<file path="config.mk">
export PLATFORM = sky130hd
export DESIGN_NAME = fixed_point_divider_flat
export DESIGN_NICKNAME = d
export VERILOG_FILES = /design/src/rtl/fixed_point_divider_if.sv /design/src/rtl/fixed_point_divider.sv /design/src/flat_wrapper.sv
export SDC_FILE = /design/constraint.sdc
export NUM_CORES = 1
export LEC_CHECK = 0
export CELL_PAD_IN_SITES_DETAIL_PLACEMENT = 0
export CELL_PAD_IN_SITES_GLOBAL_PLACEMENT = 1
export CORE_MARGIN = 5
export CORE_UTILIZATION = 40
export CTS_CLUSTER_SIZE = 30
export DETAILED_ROUTE_END_ITERATION = 6
export HOLD_SLACK_MARGIN = 0.02
export PLACE_DENSITY = 0.76
export SLEW_MARGIN = 20
export SYNTH_ARGS = -nofsm -noshare
export SYNTH_HDL_FRONTEND = slang
export SYNTH_SLANG_ARGS = --single-unit
</file>
<file path="constraint.sdc">
create_clock -name clk -period 3.3 [get_ports clk]
set_input_delay 0.66 -clock clk [delete_from_list [all_inputs] [get_ports clk]]
set_output_delay 0.66 -clock clk [all_outputs]
set_load 0.005 [all_outputs]
</file>
<file path="src/rtl/fixed_point_divider_if.sv">
// rtl/fixed_point_divider_if.sv - start/finish handshake and operand/result bundle for the divider
interface fixed_point_divider_if;
    logic        start;
    logic [15:0] dividend;
    logic [15:0] divisor;
    logic [15:0] result;
    logic        overflow_flag;
    logic        finish;
    logic        busy;

    modport master (
        output start, dividend, divisor,
        input  result, overflow_flag, finish, busy
    );

    modport slave (
        input  start, dividend, divisor,
        output result, overflow_flag, finish, busy
    );
endinterface

</file>
<file path="src/rtl/fixed_point_divider.sv">
// rtl/fixed_point_divider.sv - Q8.7 signed restoring divider, one quotient bit per cycle, round half away from zero
// Optional DIVIDER_SATURATE_EN: clamp out-of-range quotients instead of wrapping.
module fixed_point_divider (
    input  logic                  clk,
    input  logic                  rst,
    fixed_point_divider_if.slave  bus
);
    localparam logic [1:0] S_IDLE = 2'd0;
    localparam logic [1:0] S_ITER = 2'd1;
    localparam logic [1:0] S_DONE = 2'd2;
    localparam logic [4:0] LAST_ITER = 5'd24;

    logic [1:0]  state_q, state_d;
    logic [23:0] n_q, n_d;
    logic [15:0] d_q, d_d;
    logic [16:0] r_q, r_d;
    logic [23:0] q_q, q_d;
    logic [4:0]  cnt_q, cnt_d;
    logic        neg_q, neg_d;
    logic        dz_q, dz_d;
    logic        dsgn_q, dsgn_d;
    logic [15:0] result_q, result_d;
    logic        ovf_q, ovf_d;
    logic        finish_q, finish_d;

    logic        accept;
    logic [15:0] abs_a, abs_b;
    logic [17:0] r_shift, r_sub;
    logic        ge;
    logic [23:0] q_rnd;
    logic        out_of_range;
    logic [15:0] q_wrap, q_sat;

    assign accept = bus.start && (state_q != S_ITER);
    assign abs_a  = bus.dividend[15] ? (~bus.dividend + 16'd1) : bus.dividend;
    assign abs_b  = bus.divisor[15]  ? (~bus.divisor  + 16'd1) : bus.divisor;

    assign r_shift = {r_q, n_q[23]};
    assign ge      = r_shift >= {2'b00, d_q};
    assign r_sub   = r_shift - {2'b00, d_q};

    // (Q24 + 1) >> 1 without a carry-out bit
    assign q_rnd        = {1'b0, q_q[23:1]} + {23'd0, q_q[0]};
    assign out_of_range = neg_q ? (q_rnd > 24'd32768) : (q_rnd > 24'd32767);
    assign q_wrap       = neg_q ? (~q_rnd[15:0] + 16'd1) : q_rnd[15:0];
    assign q_sat        = neg_q ? 16'h8000 : 16'h7FFF;

    always_comb begin
        state_d  = state_q;
        n_d      = n_q;
        d_d      = d_q;
        r_d      = r_q;
        q_d      = q_q;
        cnt_d    = cnt_q;
        neg_d    = neg_q;
        dz_d     = dz_q;
        dsgn_d   = dsgn_q;
        result_d = result_q;
        ovf_d    = ovf_q;
        finish_d = finish_q;

        if (accept) begin
            state_d  = S_ITER;
            n_d      = {abs_a, 8'h00};
            d_d      = abs_b;
            r_d      = 17'd0;
            q_d      = 24'd0;
            cnt_d    = 5'd0;
            neg_d    = bus.dividend[15] ^ bus.divisor[15];
            dz_d     = (bus.divisor == 16'h0000);
            dsgn_d   = bus.dividend[15];
            ovf_d    = 1'b0;
            finish_d = 1'b0;
        end else if (state_q == S_ITER) begin
            if (cnt_q == LAST_ITER) begin
                state_d  = S_DONE;
                finish_d = 1'b1;
                if (dz_q) begin
                    ovf_d    = 1'b1;
                    result_d = dsgn_q ? 16'h8000 : 16'h7FFF;
                end else if (out_of_range) begin
                    ovf_d    = 1'b1;
`ifdef DIVIDER_SATURATE_EN
                    result_d = q_sat;
`else
                    result_d = q_wrap;
`endif
                end else begin
                    ovf_d    = 1'b0;
                    result_d = q_wrap;
                end
            end else begin
                n_d   = {n_q[22:0], 1'b0};
                r_d   = 17'(ge ? r_sub : r_shift);
                q_d   = {q_q[22:0], ge};
                cnt_d = cnt_q + 5'd1;
            end
        end
    end

    always_ff @(posedge clk or posedge rst) begin
        if (rst) begin
            state_q  <= S_IDLE;
            n_q      <= '0;
            d_q      <= '0;
            r_q      <= '0;
            q_q      <= '0;
            cnt_q    <= '0;
            neg_q    <= 1'b0;
            dz_q     <= 1'b0;
            dsgn_q   <= 1'b0;
            result_q <= '0;
            ovf_q    <= 1'b0;
            finish_q <= 1'b0;
        end else begin
            state_q  <= state_d;
            n_q      <= n_d;
            d_q      <= d_d;
            r_q      <= r_d;
            q_q      <= q_d;
            cnt_q    <= cnt_d;
            neg_q    <= neg_d;
            dz_q     <= dz_d;
            dsgn_q   <= dsgn_d;
            result_q <= result_d;
            ovf_q    <= ovf_d;
            finish_q <= finish_d;
        end
    end

    assign bus.result        = result_q;
    assign bus.overflow_flag = ovf_q;
    assign bus.finish        = finish_q;
    assign bus.busy          = (state_q == S_ITER);

`ifndef DIVIDER_SATURATE_EN
    logic unused_sat;
    assign unused_sat = ^q_sat;
`endif
endmodule

</file>
<file path="src/flat_wrapper.sv">
// flat-port wrapper written by rule: the top's interface ports become plain ports
module fixed_point_divider_flat 
  (clk, rst, bus_start, bus_dividend, bus_divisor, bus_result, bus_overflow_flag, bus_finish, bus_busy);
  fixed_point_divider_if bus_i ();
  input  logic clk;
  input  logic rst;
  input wire logic [$bits(bus_i.start)-1:0] bus_start;
  input wire logic [$bits(bus_i.dividend)-1:0] bus_dividend;
  input wire logic [$bits(bus_i.divisor)-1:0] bus_divisor;
  output wire logic [$bits(bus_i.result)-1:0] bus_result;
  output wire logic [$bits(bus_i.overflow_flag)-1:0] bus_overflow_flag;
  output wire logic [$bits(bus_i.finish)-1:0] bus_finish;
  output wire logic [$bits(bus_i.busy)-1:0] bus_busy;
  assign bus_i.start = bus_start;
  assign bus_i.dividend = bus_dividend;
  assign bus_i.divisor = bus_divisor;
  assign bus_result = bus_i.result;
  assign bus_overflow_flag = bus_i.overflow_flag;
  assign bus_finish = bus_i.finish;
  assign bus_busy = bus_i.busy;
  fixed_point_divider u_core (.clk(clk), .rst(rst), .bus(bus_i));
endmodule
</file>
==> metrics.cfg <==
[setup_path]
worstSetupStartpoint=u_core.d_q[0]
crit_required_ns=3.58
worst_r2r_startpoint=u_core.d_q[0]
cell_with_the_biggest_individual_delay_on_the_critical_path=sky130_fd_sc_hd__or3b_2
reg2reg_to=u_core.r_q[13]
cp_data_arrival_time_ns=3.23
cp-end-kind=flop
crit_path_max_fanout=9
critical_path_class=flop to flop
critical_path.startpoint_type=flop
timing.critical_path.slowest_cell_delay_ns=0.52
r2r.worst_path.cells=10
end_of_the_critical_path=u_core.r_q[13]
crit_chain=ha_1 -> fa_1 -> nor2b_1 -> o21ai_1 -> a21o_1 -> a2111oi_1 -> buf_4 -> nor3_1 -> or3b_2 -> a21oi_1
setup_slack_reg_to_reg_ns=0.34

[logic_synthesis]
ys_seq_area_frac=0.385
post_synthesis_compound_gate_area_fraction=0.197
syn_nets=841
yosys-mux-area-fraction=0.0189
number_of_distinct_library_cells_after_synthesis=64
synthXorXnorAreaFrac=0.0822
synthesis.area_um2=6500
synthSimpleGateAreaFrac=0.217
synth-async-reset-ratio=1.00
yosys_warnings=0
synth_enable_flop_cells=0
synth_ff_type=sky130_fd_sc_hd__dfrtp_1
post_synth_fa_ha_maj_area_fraction=0.0493
dominant_combinational_cell_family_by_area_after_synthesis=simple AND/OR/NAND/NOR gates
syn_avg_cell_area_um2=8.32
postSynthCellCount=781
synth-seq-cells=100

[layout]
finish.instance_area_um2=7590
layout.cells.most_common=sky130_fd_sc_hd__nand2_1
nFillCells=1579
seq_area_um2=2500
share_of_final_layout_standard_cells_stronger_than_drive_strength_1=0.0688
most-common-layout-cells=sky130_fd_sc_hd__nand2_1, sky130_fd_sc_hd__dfrtp_1, sky130_fd_sc_hd__o21ai_0
combined_area_of_the_multi_input_logic_cells_um2=3680
syn2layout_area_growth_pct=16.7
nets=883
insertedDiodeCount=0

[power_and_ir_drop]
worst_ir_drop_vdd_mv=0.366
leakagePower_nw=3.26
power_density_nw_per_um2=995

[clock_network]
tritoncts_clock_tree=done
cts_root_buffer=sky130_fd_sc_hd__clkbuf_16
cts-resized-gates=0
total_clock_buffers_created_by_cts=9
cts_setup_buffers=0
cts_hold_buf=0
clkTransAtPathRegs_ns=0.07
ctsLongestPathBuffers=2
cts.sinks=100
skew_pair_late_insertion_delay_ns=0.36
ctsHtreeMaxLevel=3

[routing]
route.vias.total=5686
wirelength_um=15700
dr.first_iter.drc_count=392
wl_per_cell_um=15.1
viasPerCell=5.45
detailedRoute.firstPassIterationCount=5
detail_route.drc_violations=0
ant_nets=0

[sta]
setup_violations=0
tightest_slew_ns=1.11
f_max_ghz=0.338
maxSlewViolCount=0
grt_setup_unrepaired=false
finalCritPeriodShare=0.896
fin_tns_setup_ns=0
maxSlewHeadroom=0.257
final_hold_vios=0
worst_clock_skew_ns=0.00748
timing.final.crit_period_ns=2.96
fin_hold_ws_ns=0.478

[placement]
io_buffer_count=53
detailed_place.area_um2=7280
dpl.hpwl_um=11700
routabilityCongestion=0.853

[grt]
grt_pass1_vias=5423
overflow=0
grt.total_usage=0.172
antenna_found_initial=0
wire_length_of_the_first_global_routing_pass_um=26300
grt_start_max_net_pins=53

[worst_hold_path]
hold_path.class=flop to flop
hold_start=u_core.d_q[8]

[floorplanning]
design.portCount=54
core_region_area_um2=15900
die-area_um2=18900
floorplan.die.width_um=137
effective_utilization_at_floorplan=0.408
chipHeight_um=137
core.rowCount=46

[flow_run]
max_cap_violations=0

[run_status]
status=completed

metrics by stage:
step | util | power [mW] | cells | setup WS [ns]
CTS | 0.476 | 7.58 | 1044 | 0.351
finish | 0.476 | 7.55 | 1044 | 0.343
detailed placement | 0.457 | 6.47 | 1028 | 0.372
global placement | 0.457 | 6.32 | 1028 | 0.416
global route | 0.476 | 8.21 | 1044 | 0.171
floorplan | - | 5.36 | 781 | 0.0212
power breakdown:
group / internal (mW) / leakage [nW] / switching, mW
Clock: 0.612 / 0.150 / 0.483
Combinational: 1.86 / 1.88 / 2.25
Sequential: 1.79 / 1.22 / 0.552
logic make-up after synthesis:
family                   count (synthesis)
adder cells (fa/ha/maj)                 25
multiplexers                            12
AND/OR/NAND/NOR                        298
AO/OA/AOI/OAI                          204
buffers and inverters                   81
XOR/XNOR                                61
flip-flops                             100
metal layers:
layer	vias to the layer above	track usage	part of all wire	wire, um
met4	0	0.0582	0.015	237
met1	2706	0.245	0.49	7730
li1	2846	-	-	-
met2	118	0.272	0.45	7130
met3	16	0.0208	0.041	639
met5	-	0	0	0
sequential cells by signal, summed over array words and instances (netlist names):
| register | flops |
|---|---|
| u_core.state_q | 1 |
| u_core.bus.overflow_flag | 1 |
| u_core.dsgn_q | 1 |
| u_core.neg_q | 1 |
| u_core.bus.finish | 1 |
| u_core.dz_q | 1 |
| u_core.bus.result | 16 |
| u_core.r_q | 17 |
| u_core.n_q | 16 |
| u_core.cnt_q | 5 |
| u_core.d_q | 16 |
| u_core.q_q | 24 |
cell usage after synthesis, types with 3 or more instances:
cell type | n | area share
sky130_fd_sc_hd__a31oi_1 | 15 | 0.014
sky130_fd_sc_hd__a21oi_1 | 40 | 0.031
sky130_fd_sc_hd__nor2_1 | 42 | 0.024
sky130_fd_sc_hd__o21ai_0 | 75 | 0.058
sky130_fd_sc_hd__a22oi_1 | 10 | 0.012
sky130_fd_sc_hd__nor4_1 | 10 | 0.0096
sky130_fd_sc_hd__a21o_1 | 6 | 0.0069
sky130_fd_sc_hd__nor2b_1 | 3 | 0.0029
sky130_fd_sc_hd__nor3b_1 | 4 | 0.0046
sky130_fd_sc_hd__inv_1 | 37 | 0.021
sky130_fd_sc_hd__clkbuf_1 | 35 | 0.020
sky130_fd_sc_hd__or3_1 | 8 | 0.0077
sky130_fd_sc_hd__o21ai_1 | 3 | 0.0023
sky130_fd_sc_hd__buf_1 | 3 | 0.0017
sky130_fd_sc_hd__xnor2_1 | 29 | 0.039
sky130_fd_sc_hd__o21a_1 | 8 | 0.0092
sky130_fd_sc_hd__dfrtp_1 | 100 | 0.38
sky130_fd_sc_hd__o211ai_1 | 7 | 0.0081
sky130_fd_sc_hd__xor2_1 | 32 | 0.043
sky130_fd_sc_hd__ha_1 | 24 | 0.046
sky130_fd_sc_hd__o41ai_1 | 3 | 0.0040
sky130_fd_sc_hd__nor3_1 | 18 | 0.014
sky130_fd_sc_hd__or4_1 | 3 | 0.0035
sky130_fd_sc_hd__mux2i_1 | 10 | 0.015
sky130_fd_sc_hd__and3_1 | 6 | 0.0058
sky130_fd_sc_hd__nand2_1 | 122 | 0.070
sky130_fd_sc_hd__nand3_1 | 51 | 0.039
sky130_fd_sc_hd__o31ai_1 | 13 | 0.015
sky130_fd_sc_hd__nand2b_1 | 6 | 0.0058
sky130_fd_sc_hd__a221o_1 | 5 | 0.0077
sky130_fd_sc_hd__nand4_1 | 11 | 0.011
area by class of cell:
class                      instances  area share
clock buffer                      11      0.0320
clock inverter                     5     0.00808
inverter                          39      0.0196
multi-input combinational        600       0.485
sequential                       100       0.330
tap                              216      0.0356
timing repair buffer              73      0.0897
worst max-delay path: cells and delay by family (launching register included):
family	cells	cell delay, ns
adders and majority gates	2	0.69
DFF	1	0.38
buffers and inverters	1	0.19
AOI/OAI and AO/OA	4	0.82
and+or+nand+nor	3	0.81
how the worst min path moves through the flow:
stage | to | cells after the start
6_report | u_core.d_q[8] | 2
5_1_grt | u_core.bus.result[5] | 1
4_1_cts | u_core.d_q[8] | 2
3_5_place_dp | u_core.bus.result[1] | 2
3_3_place_gp | u_core.bus.result[0] | 2
2_1_floorplan | u_core.d_q[10] | 2
Note: power is estimated with default switching activity, not from simulation.
